==> config.mk <==
export PLATFORM = sky130hd
export DESIGN_NAME = ntt_layer_scheduler
export DESIGN_NICKNAME = d
export VERILOG_FILES = /design/src/rtl/ntt_layer_scheduler.sv
export SDC_FILE = /design/constraint.sdc
export NUM_CORES = 1
export LEC_CHECK = 0
export BUFFER_PORTS_ARGS = -buffer_cell sky130_fd_sc_hd__buf_2
export CAP_MARGIN = 10
export CORE_ASPECT_RATIO = 0.7
export CORE_UTILIZATION = 35
export CTS_BUF_LIST = sky130_fd_sc_hd__clkbuf_16
export CTS_CLUSTER_DIAMETER = 100
export CTS_CLUSTER_SIZE = 16
export DETAILED_ROUTE_END_ITERATION = 8
export HOLD_SLACK_MARGIN = 0.06
export MAX_ROUTING_LAYER = met4
export SYNTH_ARGS = -nofsm -noshare
export SYNTH_HDL_FRONTEND = slang
export SYNTH_SLANG_ARGS = --single-unit
==> constraint.sdc <==
create_clock -name clk -period 5.9 [get_ports clk]
set_input_delay 0.59 -clock clk [delete_from_list [all_inputs] [get_ports clk]]
set_output_delay 0.59 -clock clk [all_outputs]
set_load 0.1 [all_outputs]
==> src/rtl/ntt_layer_scheduler.sv <==
// ntt_layer_scheduler
// Drives a 256-point in-place Kyber forward NTT through one shared pipelined
// butterfly. Seven Cooley-Tukey layers of 128 butterflies are issued at one
// per cycle. The write-back addresses of in-flight butterflies are held in a
// FIFO. A layer barrier waits for all writes of a layer before the next layer
// reads.
module ntt_layer_scheduler #(
    parameter int DATA_WIDTH = 12,
    parameter int FIFO_DEPTH = 16
) (
    input  logic                  clk,
    input  logic                  rst_n,
    input  logic                  start,
    output logic                  busy,
    output logic                  done,
    output logic                  rd_en,
    output logic [7:0]            rd_addr_a,
    output logic [7:0]            rd_addr_b,
    input  logic [DATA_WIDTH-1:0] rd_data_a,
    input  logic [DATA_WIDTH-1:0] rd_data_b,
    output logic [6:0]            tw_addr,
    input  logic [DATA_WIDTH-1:0] tw_data,
    output logic                  bf_valid_in,
    output logic [DATA_WIDTH-1:0] bf_a,
    output logic [DATA_WIDTH-1:0] bf_b,
    output logic [DATA_WIDTH-1:0] bf_twiddle,
    input  logic                  bf_valid_out,
    input  logic [DATA_WIDTH-1:0] bf_a_out,
    input  logic [DATA_WIDTH-1:0] bf_b_out,
    output logic                  wr_en,
    output logic [7:0]            wr_addr_a,
    output logic [7:0]            wr_addr_b,
    output logic [DATA_WIDTH-1:0] wr_data_a,
    output logic [DATA_WIDTH-1:0] wr_data_b
);

    localparam int PTR_W = (FIFO_DEPTH > 1) ? $clog2(FIFO_DEPTH) : 1;
    localparam int CNT_W = $clog2(FIFO_DEPTH + 1);
    localparam logic [CNT_W-1:0] FULL_CNT = CNT_W'(FIFO_DEPTH);

    localparam logic [1:0] S_IDLE  = 2'd0;
    localparam logic [1:0] S_ISSUE = 2'd1;
    localparam logic [1:0] S_DRAIN = 2'd2;
    localparam logic [1:0] S_DONE  = 2'd3;

    logic [1:0]       state;
    logic [2:0]       layer;
    logic [6:0]       idx;
    logic [PTR_W-1:0] push_ptr;
    logic [PTR_W-1:0] pop_ptr;
    logic [CNT_W-1:0] outstanding;
    logic [15:0]      fifo_mem [FIFO_DEPTH];

    logic [7:0] len;
    logic [6:0] grp;
    logic [7:0] off;
    logic [7:0] base;
    logic [7:0] addr_a;
    logic [7:0] addr_b;
    logic [6:0] zeta_k;
    logic       push;
    logic       pop;
    logic       fifo_empty;

    function automatic logic [PTR_W-1:0] ptr_next(input logic [PTR_W-1:0] p);
        if (p == PTR_W'(FIFO_DEPTH - 1)) begin
            return '0;
        end
        return p + PTR_W'(1);
    endfunction

    // Cooley-Tukey address and twiddle index for the current (layer, idx)
    always_comb begin
        len    = 8'd128 >> layer;
        grp    = idx >> (3'd7 - layer);
        off    = {1'b0, idx} & (len - 8'd1);
        base   = {1'b0, grp} << (4'd8 - {1'b0, layer});
        addr_a = base + off;
        addr_b = addr_a + len;
        zeta_k = (7'd1 << layer) + grp;
    end

    // Issue whenever a FIFO slot is free; write-back pops only a non-empty FIFO
    always_comb begin
        fifo_empty = (outstanding == '0);
        push       = (state == S_ISSUE) && (outstanding != FULL_CNT);
        pop        = bf_valid_out && !fifo_empty;
    end

    // Output decode: addresses read as zero whenever they are not being used
    always_comb begin
        busy       = (state != S_IDLE);
        done       = (state == S_DONE);
        rd_en      = push;
        rd_addr_a  = push ? addr_a : 8'd0;
        rd_addr_b  = push ? addr_b : 8'd0;
        tw_addr    = push ? zeta_k : 7'd0;
        bf_a       = rd_data_a;
        bf_b       = rd_data_b;
        bf_twiddle = tw_data;
        wr_en      = bf_valid_out;
        wr_addr_a  = fifo_empty ? 8'd0 : fifo_mem[pop_ptr][15:8];
        wr_addr_b  = fifo_empty ? 8'd0 : fifo_mem[pop_ptr][7:0];
        wr_data_a  = bf_a_out;
        wr_data_b  = bf_b_out;
    end

    // Sequencer: issue a layer, drain it completely, then advance or finish
    always_ff @(posedge clk or negedge rst_n) begin
        if (!rst_n) begin
            state <= S_IDLE;
            layer <= 3'd0;
            idx   <= 7'd0;
        end else begin
            case (state)
                S_IDLE: begin
                    if (start) begin
                        state <= S_ISSUE;
                        layer <= 3'd0;
                        idx   <= 7'd0;
                    end
                end
                S_ISSUE: begin
                    if (push) begin
                        if (idx == 7'd127) begin
                            state <= S_DRAIN;
                        end else begin
                            idx <= idx + 7'd1;
                        end
                    end
                end
                S_DRAIN: begin
                    if (fifo_empty) begin
                        if (layer == 3'd6) begin
                            state <= S_DONE;
                        end else begin
                            state <= S_ISSUE;
                            layer <= layer + 3'd1;
                            idx   <= 7'd0;
                        end
                    end
                end
                default: state <= S_IDLE;
            endcase
        end
    end

    // Issue latency into the butterfly: read data arrives one cycle after rd_en
    always_ff @(posedge clk or negedge rst_n) begin
        if (!rst_n) begin
            bf_valid_in <= 1'b0;
        end else begin
            bf_valid_in <= push;
        end
    end

    // FIFO control: pointers and occupancy (simultaneous push/pop keeps count)
    always_ff @(posedge clk or negedge rst_n) begin
        if (!rst_n) begin
            push_ptr    <= '0;
            pop_ptr     <= '0;
            outstanding <= '0;
        end else begin
            if (push) begin
                push_ptr <= ptr_next(push_ptr);
            end
            if (pop) begin
                pop_ptr <= ptr_next(pop_ptr);
            end
            case ({push, pop})
                2'b10:   outstanding <= outstanding + CNT_W'(1);
                2'b01:   outstanding <= outstanding - CNT_W'(1);
                default: outstanding <= outstanding;
            endcase
        end
    end

    // FIFO storage: write-back address pair captured at issue
    always_ff @(posedge clk) begin
        if (push) begin
            fifo_mem[push_ptr] <= {addr_a, addr_b};
        end
    end

endmodule

Yosys cells after proc, flatten, opt, wreduce, memory -nomap -nowiden. Memory sizes are Yosys's and may differ from the RTL's. Index checks and enable logic that the tools add are counted.

Memories kept: 1. Memory bits (writable): 256. Bits of input ports: 64. Register bits after elaboration: 26.

Memories: fifo_mem (words 16, width 16, rd ports 1, clocked after memory_dff 0, write ports 1, RTL line 52) `logic [15:0] fifo_mem [FIFO_DEPTH];`.

Reduce and logical (&&, ||, !) cells: 12. Mux-type cells: 32. Bitwise operators: 1. Add/sub/neg operators: 12. Equality and inequality tests: 16. Shifts and indexed selects: 4.

Operator list (count): $mux 7 (6); $mux 8 (4); $pmux 7 s3 (1); $add 8x8->8 (2); $mux 4 (4); $mux 2 (5); $ne 2x2->1 const B (5); $pmux 5 s2 (1); $mux 3 (3); $add 4x1->4 const B (2); $and 7x8->8 (1); $eq 4x4->1 const B (2); $reduce_and 4->1 (2); $shl 7x4->8 (1); $shr 8x3->8 const A (1); $sub 8x1->8 const B (1); $add 7x1->7 const B (1); $add 7x7->7 (1); $eq 7x7->1 const B (1); $shl 1x3->7 const A (1); $shr 7x3->7 (1); $eq 2x2->1 const B (3); $mux 1 (6); $pmux 2 s3 (1); 17 further kinds (21).

Logic depth before layout (Yosys ltp). Gate-level depths: netlist of run 1.

Depth in word-level cells: 6. Gate-level depth with buffers: 22. Depth with buffers taken out: 21.

Worst setup path after synthesis of run 1. No wires, ideal clock.

Kind: register to output. From: register layer[1]. To: output rd_addr_b[6]. Path buffers: 1. Arrival time: 6.092 ns. Cell stages (with the launch flop): 19. Setup slack: -0.782 ns. Cells stage by stage: dfrtp_1 -> buf_6 -> inv_1 -> ha_1 -> ha_1 -> inv_1 -> o31ai_1 -> nor4_1 -> ha_1 -> inv_1 -> fa_1 -> xnor2_1 -> ha_1 -> nor2b_1 -> o21ai_0 -> a21boi_0 -> o21ai_0 -> a21boi_0 -> nor3_1.

Word-level cells in the longest chain between the ends: 6.

Ends and longest elaborated chain: start, declared (RTL line 47) `logic [2:0] layer;`; start signal, assigned (RTL line 138) `layer <= layer + 3'd1;`; $sub 3x3->3 or $shr 8x3->8 (tied branches) (RTL line 75, 74); $shr 7x3->7 or $sub 8x1->8 (tied branches) (RTL line 75, 76); $shl 7x4->8 or $and 7x8->8 (tied branches) (RTL line 77, 76); $add 8x8->8 * (RTL line 78) `addr_a = base + off;`; via addr_a[2] (RTL line 58) `logic [7:0] addr_a;`; $add 8x8->8 * (RTL line 79) `addr_b = addr_a + len;`; $mux 8 * (RTL line 96) `rd_addr_b = push ? addr_b : 8'd0;`; end, declared (RTL line 18) `output logic [7:0] rd_addr_b,`.

The timed path passes the listed nets; every way through them passes the cells marked *.

Worst setup path in the final report of run 1.
From: register layer[1]. To: output rd_addr_b[7].

Same word-level chain as after synthesis.

==> metrics.csv, run 1 <==
metric;value;unit
cts_sinks;282;
synth_edf_count;256;
synth_area_leaders;edfxtp_1 (57%), mux2i_1 (5.3%), mux4_2 (5.3%), dfrtp_1 (4.8%), buf_4 (3.6%);
grt_overflow;0;
synth_top_area_cell;edfxtp_1;
endpoint_kind;output port;
nFillCells;3434;
worstHoldPathType;in -> async;
dp_cells;1393;
n_antenna_cell;0;
grt_max_degree;49;
synth_top_area_share;57.0;%
postCtsSetupRepairBufs;0;
syn_nets;1042;
crit_required;5.31;ns
synth-seq-area-share;61.9;%
dr_total_vias;7486;
final-seq-area;0.00834;mm2
ios;168;
grt_pass1_wl;46500;um
avgSynthCellArea;14.4;um2
max_slew_margin;22.8;%
fmax;176;MHz
syn_area;0.0135;mm2
die-area;0.0393;mm2
grt_pass1_vias;7133;
cts_buffers;21;
detail-route-antenna-nets;0;
initial_utilization;35.9;%
ys_ff_latch;282;
final-setup-viol-count;0;
routabilityCongestion;0.882;
tightest_slew;1.16;ns
synthArstFlopShare;9.22;%
outcome;completed;
hold_viol_final;0;
fin_crit;5.69;ns
clock_skew;0.0271;ns
nets;1035;
wl_per_cell;21.9;um
clk-insertion-delay-late;0.53;ns
stdcell_count;1426;
arrival;5.10;ns
core-area;0.0376;mm2
io_buffers;47;
cp_max_fo;22;
cap_violations;0;
cts-root-buf;clkbuf_16;
drc_errors;0;
drt-total-wl;31200;um
antenna_found_initial;0;
netlist_instances;936;
period_share;96.4;%
final_max_slew_viol_count;0;
clkTransAtPathRegs;0.08;ns
htree_num_levels;1;
syn_to_final_growth;8.28;%
dieWidth;237;um
synthDistinctLibCells;60;
ys_warn_count;0;
rsz0062_at_grt;true;
multi_input_area;0.00437;mm2
cts_tree;built;
final_cell_mix;edfxtp_1 (256), mux2i_1 (71), nand2_1 (58);
criticalPathCategory;reg -> out;
startpoint_type;flip-flop;
synthFlopType;edfxtp_1;
grt_use_total;16.1;%
drive_gt1_share;16.5;%
fp-row-count;59;
layout_commonest_cell;edfxtp_1;
fp.dieH;166;um
avgViaCountPerCell;5.25;
drt-pass1-iter-count;4;
dpl.hpwl;19700;um
cts_max_path_buffers;3;
drt_iter0_drc;783;
-- per-stage QoR --
stage	area [um2]	setup WS, ns	setup TNS, ns	hold WS [ns]	utilization (%)
2_1_floorplan	13500	0.0678	0	0.294	-
3_3_place_gp	14000	0.530	0	0.527	37.2
3_5_place_dp	14000	0.325	0	0.532	37.2
4_1_cts	14600	0.00446	0	0.0963	38.7
5_1_grt	14600	-0.00803	-0.00803	0.140	38.8
6_report	14600	0.210	0	0.0960	38.8
-- cells in the mapped netlist (3+ instances only) --
master and count:
and2_1 31, nand2b_1 7, nor4_1 3, o31ai_1 3
buf_2 16, dfrtp_1 26, o21ai_1 5, and3_1 9
a21o_1 10, a211oi_1 18, nand2_1 58, inv_1 30
xnor2_1 22, mux4_2 32, a21oi_1 20, nand3_1 9
clkbuf_1 22, buf_4 65, nor3_1 7, nand3b_1 3
o22ai_1 20, ha_1 38, nor2_1 32, inv_2 3
fa_1 4, o21ai_0 17, edfxtp_1 256, nor2b_1 10
a22o_1 3, mux2i_1 72, buf_6 3, xor2_1 8
a21boi_0 5, or3_1 3, o221ai_1 32
-- kinds of logic after synthesis --
group / Yosys count / share of synthesized area, %
flops: 282 / 61.9
simple gates: 179 / 6.58
compound gates: 154 / 8.34
buf+inv: 141 / 6.05
mux: 107 / 11.0
fa+ha+maj: 42 / 4.12
xor+xnor: 31 / 2.07
-- area by class of cell --
cell class / instances / area share [%]
well taps: 488 / 4.18
repair buffers: 77 / 3.91
clock buffers: 21 / 3.60
flip-flops and latches: 282 / 57.2
inverters: 34 / 0.874
multi-input cells: 513 / 29.9
clock inverters: 11 / 0.352
-- registers in the layout, indices dropped and copies added (netlist names) --
signal	flops
layer	3
state	2
pop_ptr	4
fifo_mem	256
idx	7
outstanding	5
push_ptr	4
bf_valid_in	1
-- path summary, 6_finish.rpt --
| check | slack, ns | from | end | cells after the start |
|---|---|---|---|---|
| max | 0.21 | layer[1]$_DFFE_PN0P_ | rd_addr_b[7] | 21 |
| min | 0.1 | rst_n | state[1]$_DFFE_PN0P_ | 1 |
| max reg2reg | 0.94 | layer[1]$_DFFE_PN0P_ | fifo_mem[13][7]$_DFFE_PP_ | 21 |
| min reg2reg | 0.55 | outstanding[2]$_DFFE_PN0P_ | outstanding[2]$_DFFE_PN0P_ | 2 |
| max in group asynchronous | 5.29 | rst_n | pop_ptr[0]$_DFFE_PN0P_ | 1 |
| min in group clk | 0.41 | start | state[0]$_DFFE_PN0P_ | 3 |
-- metal layers --
metal	up-vias	share of wire (%)	global-route usage, %	routed length [um]
met5	-	0	-	0
met4	0	1.6	2.99	493
met3	33	5.0	2.51	1550
met2	199	44	23.3	13900
met1	3777	49	24.1	15300
li1	3477	-	-	-
-- worst max-delay path: stages (launching register included) --
cell and delay, ns:
dfrtp_1 0.37, buf_8 0.19, mux2_2 0.39, and3_1 0.21, a221oi_4 0.28, nand2_1 0.09
a2bb2oi_1 0.18, nor2_1 0.07, ha_1 0.33, nor2b_1 0.15, o21ai_1 0.21, a21boi_2 0.10
o21ai_0 0.22, nor3b_2 0.25, nor2_1 0.08, ha_1 0.31, o21ai_1 0.09, nand2b_1 0.08
and3_1 0.20, or3_1 0.38, mux2i_4 0.19, buf_12 0.20
-- repair_timing --
action | in CTS | in global routing
resized for setup | 0 | 9
hold buffers | 0 | 0
setup endpoints to repair | 0 | 2
Power of run 1 is not shown: default switching activity piles up to over one toggle a cycle in this logic, so the estimate is an artifact.
==> run 2: changes to the inputs <==
Settings changed: CORE_ASPECT_RATIO 0.7 to 1.1, CTS_CLUSTER_DIAMETER 100 to 50.
==> run 2 against run 1 <==
- wire length down 2.2%
- core utilization rose by 0.54 points
- sequential share of layout area fell by 1.4 points
- maximum frequency shrank 0.14%
- sequential cell count did not move
- first-iteration DRC count down 34%
- worst hold slack got worse by 0.042 ns
- clock skew decreased by 0.0056 ns
- count of clock-buffer cells in the layout grew 7
- critical endpoint unchanged
- global-route usage fell by 0.16 points
==> metrics.csv, run 2 (synthesized netlist as in run 1, its figures left out) <==
metric;value;unit
r2r_slack;0.54;ns
tns;0;ns
ios;168;
dp_cells;1404;
final-setup-viol-count;0;
stdcell_area;0.0150;mm2
grt_pass1_vias;7580;
cap_violations;0;
max_stage_delay;0.39;ns
r2r_end;fifo_mem[0][7]$_DFFE_PP_;
fp.dieH;208;um
dpl.hpwl;19100;um
drive_gt1_share;19.5;%
arrival;5.11;ns
largest-register;fifo_mem;
drc_errors;0;
wl_per_cell;20.9;um
dr_total_vias;7689;
criticalPathCategory;reg -> out;
avgViaCountPerCell;5.27;
cp_max_fo;22;
clock_skew;0.0215;ns
cts_max_path_buffers;3;
cts_tree;built;
routabilityCongestion;0.881;
grt_pass1_wl;46200;um
fin_ws;0.202;ns
outcome;completed;
worstHoldPathType;in -> async;
pre_cts_ws;0.287;ns
drt-total-wl;30500;um
fmax;176;MHz
layout_commonest_cell;edfxtp_1;
nFillCells;3486;
endpoint_kind;output port;
max_slew_margin;17.5;%
final_max_slew_viol_count;0;
nets;1043;
drt_iter0_drc;516;
reg_top3;fifo_mem (256), idx (7), outstanding (5);
cts-root-buf;clkbuf_16;
clkTransAtPathRegs;0.06;ns
critPathSlowestCell;dfrtp_1;
ff2ff_path_depth;20;
initial_utilization;35.5;%
dieWidth;189;um
fp-row-count;75;
cts_buffers;28;
n_antenna_cell;0;
drt-pass1-iter-count;7;
period_share;96.6;%
htree_num_levels;1;
grt_max_degree;49;
syn_to_final_growth;11.1;%
startpoint_type;flip-flop;
stdcell_count;1458;
crit_required;5.31;ns
r2r_start;layer[1]$_DFFE_PN0P_;
fin_crit;5.70;ns
tightest_slew;1.24;ns
hold_buffers;0;
die-area;0.0393;mm2
grt_use_total;16.0;%
clk-insertion-delay-late;0.56;ns
io_buffers;47;
antenna_found_initial;0;
worstPathCellList;buf_8 > mux2_2 > and3_1 > a221oi_4 > nand2_1 > a2bb2oi_1 > nor2_1 > ha_1 > nor2b_1 > o21ai_1 > a21boi_1 > o21ai_2 > nor3b_4 > nor2_2 > ha_1 > o21ai_1 > nand2b_1 > and3_1 > or3_1 > mux2i_4 > buf_12;
detail-route-antenna-nets;0;
final_cell_mix;edfxtp_1 (256), mux2i_1 (71), nand2_1 (58);
grt_overflow;0;
placed_area;0.0140;mm2
cts_sinks;282;
largest_reg_flops;256;
core-area;0.0380;mm2
hold_viol_final;0;
## run 2: changes by cell type in the layout (fill, tap and decap cells not counted), moves of 2 or more
cell / previous run / this run
a21oi_1: 20 / 18
bufinv_16: 0 / 2
clkinv_1: 1 / 3
clkinvlp_4: 0 / 2
a21oi_2: 1 / 3
clkbuf_16: 21 / 28
inv_8: 0 / 2
ha_2: 0 / 3
clkinv_2: 0 / 6
ha_1: 38 / 35
inv_1: 38 / 32
## run 2: worst max-delay path by stage
stage                                     from                  endpoint
final                     layer[1]$_DFFE_PN0P_              rd_addr_b[7]
after global routing      layer[1]$_DFFE_PN0P_              rd_addr_b[7]
after CTS                 layer[1]$_DFFE_PN0P_              rd_addr_b[7]
after detailed placement  layer[2]$_DFFE_PN0P_  fifo_mem[0][7]$_DFFE_PP_
after global placement    layer[2]$_DFFE_PN0P_  fifo_mem[0][7]$_DFFE_PP_
after floorplan           layer[1]$_DFFE_PN0P_              rd_addr_b[6]
## run 2: area by class of cell
type | count | area [um2] | share of cell area (%)
inverter | 34 | 128 | 0.853
clock buffer | 28 | 701 | 4.68
tap | 500 | 626 | 4.18
multi-input combinational | 513 | 4390 | 29.4
timing repair buffer | 78 | 576 | 3.85
clock inverter | 23 | 201 | 1.35
sequential | 282 | 8340 | 55.7
## run 2: per-layer routing
layer	track usage (%)	vias to the layer above	share of wire, %
met5	-	-	0
met4	4.37	0	2.1
met1	20.8	3897	43
met2	25.9	220	50
li1	-	3521	-
met3	2.45	51	5.0
## run 2: repair_timing
action / 4_1_cts / 5_1_grt
endpoints found under the hold margin: 0 / 0
resized for setup: 4 / 17
setup buffers: 0 / 2
endpoints found under the setup margin: 1 / 17
pin swaps: 0 / 5
## run 2: stage by stage
| step | hold slack [ns] | util, % |
|---|---|---|
| floorplan | 0.294 | - |
| global placement | 0.524 | 36.8 |
| detailed placement | 0.528 | 36.8 |
| CTS | 0.0617 | 39.2 |
| global route | 0.0940 | 39.4 |
| finish | 0.0544 | 39.4 |
## run 2: critical path, delay by kind of cell (launching register included)
kind	cells	cell delay, ns
multiplexers	2	0.62
adder cells (fa/ha/maj)	2	0.64
AND/OR/NAND/NOR	9	1.48
flip-flops	1	0.39
AO/OA/AOI/OAI	6	1.00
buffers and inverters	2	0.41
Power of run 2 is left out for the same reason.
==> run 3: changes to the inputs <==
Settings changed: PLACE_DENSITY from default to 0.55, SKIP_CTS_REPAIR_TIMING from default to 1.
==> run 3 against run 2 <==
- cell area rose by 0.41%
- global-route usage up 0.79 points
- final cell count rose by 0.27%
- maximum frequency up 2.0%
- sequential cell count unchanged
- die area unchanged
- count of clock-buffer cells in the layout is 1 higher
- wire length rose by 4.3%
- via count decreased by 0.70%
- sequential share of layout area is 0.23 points lower
- register-to-register slack improved by 0.08 ns
- worst hold slack improved by 0.028 ns
==> metrics.csv, run 3 (synthesized netlist as in run 1, its figures left out) <==
metric;value;unit
drt-total-wl;31800;um
cap_violations;0;
outcome;completed;
routabilityCongestion;0.856;
criticalPathCategory;reg -> out;
final_max_slew_viol_count;0;
syn_to_final_growth;11.5;%
core-area;0.0380;mm2
nFillCells;3538;
ios;168;
antenna_found_initial;1;
die-area;0.0393;mm2
cts_buffers;28;
clock_skew;0.0120;ns
dpl.hpwl;19500;um
cts_tree;built;
grt_pass1_wl;47600;um
hold_viol_final;0;
fin_crit;5.59;ns
fp-row-count;75;
reg_top3;fifo_mem (256), idx (7), outstanding (5);
n_antenna_cell;0;
dr_total_vias;7635;
drc_errors;0;
cts_max_path_buffers;3;
cts-root-buf;clkbuf_16;
avgViaCountPerCell;5.22;
max_slew_margin;19.7;%
tightest_slew;1.20;ns
fmax;179;MHz
dieWidth;189;um
clkTransAtPathRegs;0.06;ns
grt_pass1_vias;7562;
grt_max_degree;53;
drt-pass1-iter-count;4;
cp_max_fo;22;
htree_num_levels;1;
worstHoldPathType;in -> async;
startpoint_type;flip-flop;
largest_reg_flops;256;
grt_use_total;16.8;%
layout_commonest_cell;edfxtp_1;
nets;1047;
io_buffers;47;
period_share;94.7;%
drt_iter0_drc;582;
clk-insertion-delay-late;0.54;ns
final_cell_mix;edfxtp_1 (256), mux2i_1 (71), nand2_1 (58);
endpoint_kind;output port;
drive_gt1_share;19.2;%
wl_per_cell;21.8;um
grt_overflow;0;
crit_required;5.31;ns
stdcell_count;1462;
detail-route-antenna-nets;0;
cts_sinks;282;
initial_utilization;35.5;%
ff2ff_path_depth;20;
final_util;39.5;%
dp_cells;1411;
arrival;5.00;ns
largest-register;fifo_mem;
final-setup-viol-count;0;
fp.dieH;208;um
run 3: worst paths after layout:
| check | startpoint | slack, ns | end |
|---|---|---|---|
| worst min register to register | outstanding[4]$_DFFE_PN0P_ | 0.54 | outstanding[4]$_DFFE_PN0P_ |
| worst min-delay path | rst_n | 0.08 | outstanding[3]$_DFFE_PN0P_ |
| max in group asynchronous | rst_n | 5.32 | pop_ptr[0]$_DFFE_PN0P_ |
| worst max register to register | layer[1]$_DFFE_PN0P_ | 0.62 | fifo_mem[3][7]$_DFFE_PP_ |
| worst max-delay path | layer[1]$_DFFE_PN0P_ | 0.31 | rd_addr_b[7] |
| min in group clk | start | 0.39 | state[0]$_DFFE_PN0P_ |
run 3: metrics by stage:
stage / hold slack [ns] / setup WS [ns] / area [um2] / TNS (ns)
after floorplan: 0.294 / 0.0678 / 13500 / 0
after CTS: 0.0882 / 0.0430 / 15000 / 0
after detailed placement: 0.532 / 0.383 / 14000 / 0
final: 0.0825 / 0.314 / 15000 / 0
after global routing: 0.124 / -0.0145 / 15000 / -0.0145
after global placement: 0.525 / 0.411 / 14000 / 0
run 3: layout make-up:
cell class / count / area, um2 / area share, %
multi-input combinational: 513 / 4370 / 29.1
sequential: 282 / 8340 / 55.5
inverter: 34 / 128 / 0.849
clock buffer: 29 / 726 / 4.83
tap: 500 / 626 / 4.16
timing repair buffer: 82 / 612 / 4.07
clock inverter: 22 / 225 / 1.50
run 3: per-layer routing:
layer	wire length, um	up-vias	global-route usage [%]
li1	-	3518	-
met1	13900	3875	21.4
met5	0	-	-
met3	1430	52	2.30
met4	766	0	4.59
met2	15700	190	27.9
run 3: critical path: stages, from the launching register on:
cell       delay (ns)
dfrtp_1          0.37
buf_8            0.19
mux2_2           0.38
and3_1           0.22
a221oi_4         0.25
nand2_1          0.11
a2bb2oi_2        0.15
nor2_1           0.06
ha_1             0.32
nor2b_1          0.14
o21ai_1          0.20
a21boi_2         0.10
o21ai_0          0.18
nor3b_2          0.23
nor2_1           0.09
ha_1             0.31
o21ai_1          0.08
nand2b_1         0.07
and3_1           0.19
or3_1            0.41
mux2i_4          0.19
buf_12           0.20
Power of run 3 is left out for the same reason.
